$ cat config.mk
export PLATFORM = sky130hd
export DESIGN_NAME = piso_shift_reg_param
export DESIGN_NICKNAME = d
export VERILOG_FILES = /design/src/rtl/piso_shift_reg_param.sv
export SDC_FILE = /design/constraint.sdc
export NUM_CORES = 1
export LEC_CHECK = 0
export BUFFER_PORTS_ARGS = -buffer_cell sky130_fd_sc_hd__buf_4
export CAP_MARGIN = 15
export CELL_PAD_IN_SITES_DETAIL_PLACEMENT = 1
export CELL_PAD_IN_SITES_GLOBAL_PLACEMENT = 2
export CORE_MARGIN = 2
export CORE_UTILIZATION = 30
export DETAILED_ROUTE_END_ITERATION = 8
export GPL_TIMING_DRIVEN = 0
export PLACE_DENSITY_LB_ADDON = 0.1
export RECOVER_POWER = 100
export SYNTH_ARGS = -nofsm -noshare
export SYNTH_HDL_FRONTEND = slang
export SYNTH_SLANG_ARGS = --single-unit
$ cat constraint.sdc
create_clock -name clk -period 2.9 [get_ports clk]
set_input_delay 0.145 -clock clk [delete_from_list [all_inputs] [get_ports clk]]
set_output_delay 0.145 -clock clk [all_outputs]
set_load 0.1 [all_outputs]
$ cat src/rtl/piso_shift_reg_param.sv
// piso_shift_reg_param: parallel-in / serial-out shift register with a
// valid/ready load handshake. A WIDTH-bit word is taken on d and sent one
// bit per enabled cycle on q. Back-to-back words stream without a gap,
// because a new word can be taken in the same cycle the last bit leaves.
module piso_shift_reg_param #(
    parameter int WIDTH      = 8,
    parameter bit MSB_FIRST  = 1'b1,
    parameter bit IDLE_LEVEL = 1'b0
) (
    input  logic             clk,
    input  logic             clr,
    input  logic [WIDTH-1:0] d,
    input  logic             load_valid,
    output logic             load_ready,
    input  logic             shift_en,
    output logic             q,
    output logic             q_valid,
    output logic             busy,
    output logic             done
);

    localparam int CNT_W = $clog2(WIDTH);
    localparam logic [CNT_W-1:0] CNT_LAST = CNT_W'(WIDTH - 1);
    localparam logic [CNT_W-1:0] CNT_ONE  = CNT_W'(1);

    typedef enum logic {
        S_IDLE  = 1'b0,
        S_SHIFT = 1'b1
    } state_t;

    state_t           state_q;
    state_t           state_d;
    logic [WIDTH-1:0] shreg_q;
    logic [WIDTH-1:0] shreg_d;
    logic [CNT_W-1:0] cnt_q;
    logic [CNT_W-1:0] cnt_d;
    logic             done_q;
    logic             done_d;

    logic             last_bit_s;
    logic             accept_s;
    logic [WIDTH-1:0] shreg_shifted_s;

    // The last bit of a word sits on q when the counter has reached zero.
    assign last_bit_s = (state_q == S_SHIFT) && (cnt_q == '0);

    // Ready in IDLE, or in SHIFT exactly when the final bit is being taken;
    // clr always blocks acceptance so a reset cycle never loads a word.
    assign load_ready = !clr && ((state_q == S_IDLE) || (last_bit_s && shift_en));
    assign accept_s   = load_valid && load_ready;

    // Zero-filled shift toward the output end selected by MSB_FIRST.
    assign shreg_shifted_s = MSB_FIRST ? (shreg_q << 1) : (shreg_q >> 1);

    // Outputs decode registered state only; no input reaches q/q_valid/busy.
    assign q_valid = (state_q == S_SHIFT);
    assign busy    = (state_q == S_SHIFT);
    assign q       = (state_q == S_SHIFT)
                     ? (MSB_FIRST ? shreg_q[WIDTH-1] : shreg_q[0])
                     : IDLE_LEVEL;
    assign done    = done_q;

    // Next-state logic: load, shift, stall, reload-on-last-bit and drain to IDLE.
    always_comb begin
        state_d = state_q;
        shreg_d = shreg_q;
        cnt_d   = cnt_q;
        done_d  = 1'b0;
        case (state_q)
            S_IDLE: begin
                if (accept_s) begin
                    shreg_d = d;
                    cnt_d   = CNT_LAST;
                    state_d = S_SHIFT;
                end else begin
                    state_d = S_IDLE;
                end
            end
            S_SHIFT: begin
                if (!shift_en) begin
                    state_d = S_SHIFT;
                end else if (cnt_q != '0) begin
                    shreg_d = shreg_shifted_s;
                    cnt_d   = cnt_q - CNT_ONE;
                end else begin
                    done_d = 1'b1;
                    if (accept_s) begin
                        shreg_d = d;
                        cnt_d   = CNT_LAST;
                        state_d = S_SHIFT;
                    end else begin
                        shreg_d = shreg_shifted_s;
                        state_d = S_IDLE;
                    end
                end
            end
            default: begin
                state_d = S_IDLE;
                shreg_d = '0;
                cnt_d   = '0;
            end
        endcase
    end

    // State registers; clr takes priority over every other input.
    always_ff @(posedge clk) begin
        if (clr) begin
            state_q <= S_IDLE;
            shreg_q <= '0;
            cnt_q   <= '0;
            done_q  <= 1'b0;
        end else begin
            state_q <= state_d;
            shreg_q <= shreg_d;
            cnt_q   <= cnt_d;
            done_q  <= done_d;
        end
    end

endmodule

; ---- Yosys cells after proc, flatten, opt, wreduce, memory -nomap -nowiden
; Index checks and enable logic that the tools add are counted.
[word_totals]
reg_bits = 13
input_bits = 12
out_inout_bits = 5
word_cells = 34
[op_classes]
n_addsub = 1
n_eq_ne = 2
mux = 15
bitwise = 2
n_reduce_logical = 10
[op_table]
columns = operator, count
row1 = 8-bit 2-to-1 mux, 4
row2 = 8-bit one-hot mux with 2 select lines, 1
row3 = 3-bit 2-to-1 mux, 3
row4 = 3-bit one-hot mux with 2 select lines, 1
row5 = 1-bit 2-to-1 mux, 5
row6 = 1-bit logical AND, 4
row7 = 2-bit inequality test (second input constant), 2
row8 = 3-bit zero test, 1
row9 = 3-bit nonzero test, 1
row10 = 3-bit OR reduction, 1
row11 = 3-bit by 1-bit subtractor with 3-bit output (second input constant), 1
row12 = 1-bit inverter, 2
row13 = 1-bit one-hot mux with 2 select lines, 1
row14 = 2-bit AND reduction, 1
row15 = 1-bit zero test, 1
row16 = 1-bit logical OR, 1

; ---- Logic depth before layout (Yosys ltp)
[logic_depth]
depth_word = 10
depth_mapped = 6
mapped_depth_nobuf = 5

; ---- Least setup slack after synthesis
; Ideal clock, no wire load.
[synth_path]
path_kind = reg-to-output
start = register state_q (netlist: busy)
end = output load_ready
arrival_time_ns = 2.483
t_required_ns = 2.755
path_slack_ns = 0.272
path_stages_with_launch = 3
path_buffers = 1
path_cell_list = dfxtp_1 > buf_4 > a21oi_1
[synth_between]
elab_chain_cells = 4
word_cells_on_any_way = 5
cone_classes = bitwise (1) / reduce/logical (4)
[synth_lines]
columns = element, line_no
row1 = "start, declared", 31  ; state_t state_q;
row2 = "start signal, assigned", 113  ; state_q <= state_d;
row3 = 1-bit logical AND, 45  ; assign last_bit_s = (state_q == S_SHIFT) && (cnt_q == '0);
row4 = 1-bit logical AND, 49  ; assign load_ready = !clr && ((state_q == S_IDLE) || (last_bit_s && shift_en));
row5 = 1-bit logical OR (*), 49
row6 = 1-bit logical AND (*), 49
row7 = "end, declared", 14  ; output logic load_ready,
; Every way passes the cells marked *; elsewhere a longest branch is shown, timed or not.

; ---- Final worst setup path
[layout_path]
start = register state_q (netlist: busy)
end = output q_valid
[layout_lines]
columns = element, line_no
row1 = "end, declared", 17  ; output logic q_valid,
; No word-level cell between the ends.

==> results.cfg <==
[outcome]
status = complete, no violations

[die]
num_io_pins = 17
rows = 18
core_area_um2 = 2430
die_h_um = 54.1
die_area_um2 = 2930
initial_utilization_pct = 31.0
die_w_um = 54.1

[global_routing]
grt_pass1_vias = 677
antenna_found_initial = 0
grt_max_degree = 11
grt.overflow.total = 0
grt.total_usage_pct = 15.0
grt_pass1_wl_mm = 3.05

[min_path]
worstHoldStart = clr
hold_end = shreg_q[4]$_SDFFE_PP0P_
worst_hold_path_type = in -> reg
whs_path_depth = 2

[routing]
drtPass1Iterations = 4
drc = 0
routedWlPerCell_um = 13.8
viasPerCell = 5.07
wl_mm = 1.85
antenna_left = 0
num_vias = 679
drt_iter0_markers = 3

[worst_setup_path]
arrival_ns = 1.79
rr_worst_depth = 4
cp-end-kind = output pin
reg2reg_slack_ns = 1.04
path_max_fanout = 9
cp_top_family = buffers and inverters
cp_cell_sequence = buf_4 > clkbuf_1
slowest_stage = clkbuf_1
required_ns = 2.76
cpPeakStageDelay_ns = 0.85
crit_buf_inv = 2
start_kind = flip-flop
rr_startpoint = busy$_SDFF_PP0_
worst_r2r_endpoint = shreg_q[2]$_SDFFE_PP0P_
critPathKind = reg -> out

[yosys]
synthesis.area_um2 = 753
syn_nets = 98
synth.distinct_cells = 25
synth_flop_cell = dfxtp_1
seq_area_frac_synth_pct = 34.6
synthArstFlopShare_pct = 0
synth_warnings = 0
synth_seq_cells = 13
syn_inst = 84
syn_area_per_cell_um2 = 8.97
synth_edf_count = 0

[clocking]
path_clk_slew_ns = 0.08
cts_hold_buf = 0
clock_path_buffers = 2
cts_resized = 0
post_cts_buffers = 0
cts_root_buf = clkbuf_4
cts_tree = built
clock_latency_ns = 0.28
cts_buffers = 3
htree_levels = 1
clock_sinks = 13

[cells_and_area]
final_cell_mix = nor2_1 (17), buf_4 (15), dfxtp_1 (13)
nFillCells = 313
final_common_cell = nor2_1
final_layout_size_suffix_gt1_share_pct = 20.2
antennaDiodeCount = 0
fin_nets = 119
multi_input_area_um2 = 440
seq_area_um2 = 260
area_growth_pct = 20.9

[pwr]
sequentialPowerShare_pct = 44.6
swShare_pct = 34.7
clock_power_share_pct = 25.4
p_int_w = 0.000301
pwr-share-comb_pct = 30.0
leakagePower_nw = 0.403
power_switching_w = 0.000160
p_per_area_nw_per_um2 = 506
ir_drop_uv = 300

[timing]
finalCriticalPeriod_ns = 1.94
tns_ns = 0
tightest_slew_ns = 1.16
fin_skew_ns = 0.00246
hold_viol_final = 0
setup-violations-final = 0
worst_hold_slack_ns = 0.0873
rsz0062_at_grt = no
period_share_pct = 66.9
slew_violations = 0
max-slew-margin-rel_pct = 22.7
fmax_mhz = 516

[run]
drv_cap = 0

[placement]
place_congestion = 0.693
hpwl_mm = 1.37
port-buffer-count = 16
-- area by class of cell --
type / instances / area share (%)
Buffer: 5 / 2.88
Clock buffer: 4 / 2.88
Inverter: 3 / 1.24
Multi-Input combinational cell: 63 / 48.4
Sequential cell: 13 / 28.6
Tap cell: 30 / 4.12
Timing Repair Buffer: 16 / 12.0
-- power by group through the flow --
stage | logic (W) | registers, W | clock network (W)
floorplan | 0.0000993 | 0.000217 | 0
global placement | 0.000146 | 0.000210 | 0
detailed placement | 0.000148 | 0.000210 | 0
CTS | 0.000148 | 0.000206 | 0.000125
global route | 0.000151 | 0.000209 | 0.000137
finish | 0.000138 | 0.000206 | 0.000117
-- cell usage after synthesis, types with 2 or more instances --
cell type,n,area share [%]
a2111oi_2,3,6.0
nor2b_1,2,1.7
a21oi_1,2,1.3
nand2b_1,6,5.0
mux2i_1,7,9.3
nor2_1,17,8.5
or2b_1,4,4.0
a31oi_1,2,1.7
a2111oi_1,4,5.3
buf_4,3,3.0
dfxtp_1,13,35
inv_1,3,1.5
nor3_1,3,2.0
ha_1,2,3.3
a211oi_1,2,2.0
clkbuf_1,2,1.0
-- registers in the layout, summed over array words and instances, names as in the netlist --
| register | cells |
|---|---|
| cnt_q | 3 |
| done | 1 |
| shreg_q | 8 |
| busy | 1 |
-- per-layer routing --
metal	GRT usage [%]	wire [um]
met1	18.3	865
met2	24.0	849
met3	5.83	106
met4	5.00	28
met5	0	0
-- logic make-up (layout without fill, tap and decap cells) --
| family | Yosys count | count (layout) | share of synthesized area [%] |
|---|---|---|---|
| adder cells (fa/ha/maj) | 2 | 2 | 3.32 |
| buffers and inverters | 8 | 28 | 5.48 |
| AO/OA/AOI/OAI | 16 | 16 | 19.9 |
| multiplexers | 8 | 8 | 10.8 |
| AND/OR/NAND/NOR | 37 | 37 | 25.9 |
| flip-flops | 13 | 13 | 34.6 |
-- per-stage QoR --
| stage | utilization (%) | cell area (um2) | instances | setup WS [ns] | total power, W |
|---|---|---|---|---|---|
| finish | 37.4 | 911 | 134 | 0.960 | 0.000461 |
| global placement | 37.4 | 911 | 130 | 1.29 | 0.000356 |
| global route | 37.4 | 911 | 134 | 0.811 | 0.000496 |
| detailed placement | 37.4 | 911 | 130 | 1.27 | 0.000358 |
| floorplan | - | 753 | 84 | 0.272 | 0.000316 |
| CTS | 38.5 | 937 | 134 | 1.11 | 0.000479 |
-- worst max-delay path by stage --
| stage | startpoint | end | slack [ns] | cells past startpoint |
|---|---|---|---|---|
| 2_1_floorplan | busy$_SDFF_PP0_ | load_ready | 0.27 | 2 |
| 3_3_place_gp | busy$_SDFF_PP0_ | shreg_q[2]$_SDFFE_PP0P_ | 1.29 | 4 |
| 3_5_place_dp | cnt_q[0]$_SDFFE_PP0P_ | shreg_q[2]$_SDFFE_PP0P_ | 1.27 | 6 |
| 4_1_cts | cnt_q[0]$_SDFFE_PP0P_ | load_ready | 1.11 | 5 |
| 5_1_grt | busy$_SDFF_PP0_ | shreg_q[2]$_SDFFE_PP0P_ | 0.81 | 4 |
| 6_report | busy$_SDFF_PP0_ | q_valid | 0.96 | 2 |
(Power assumes the default switching activity.)
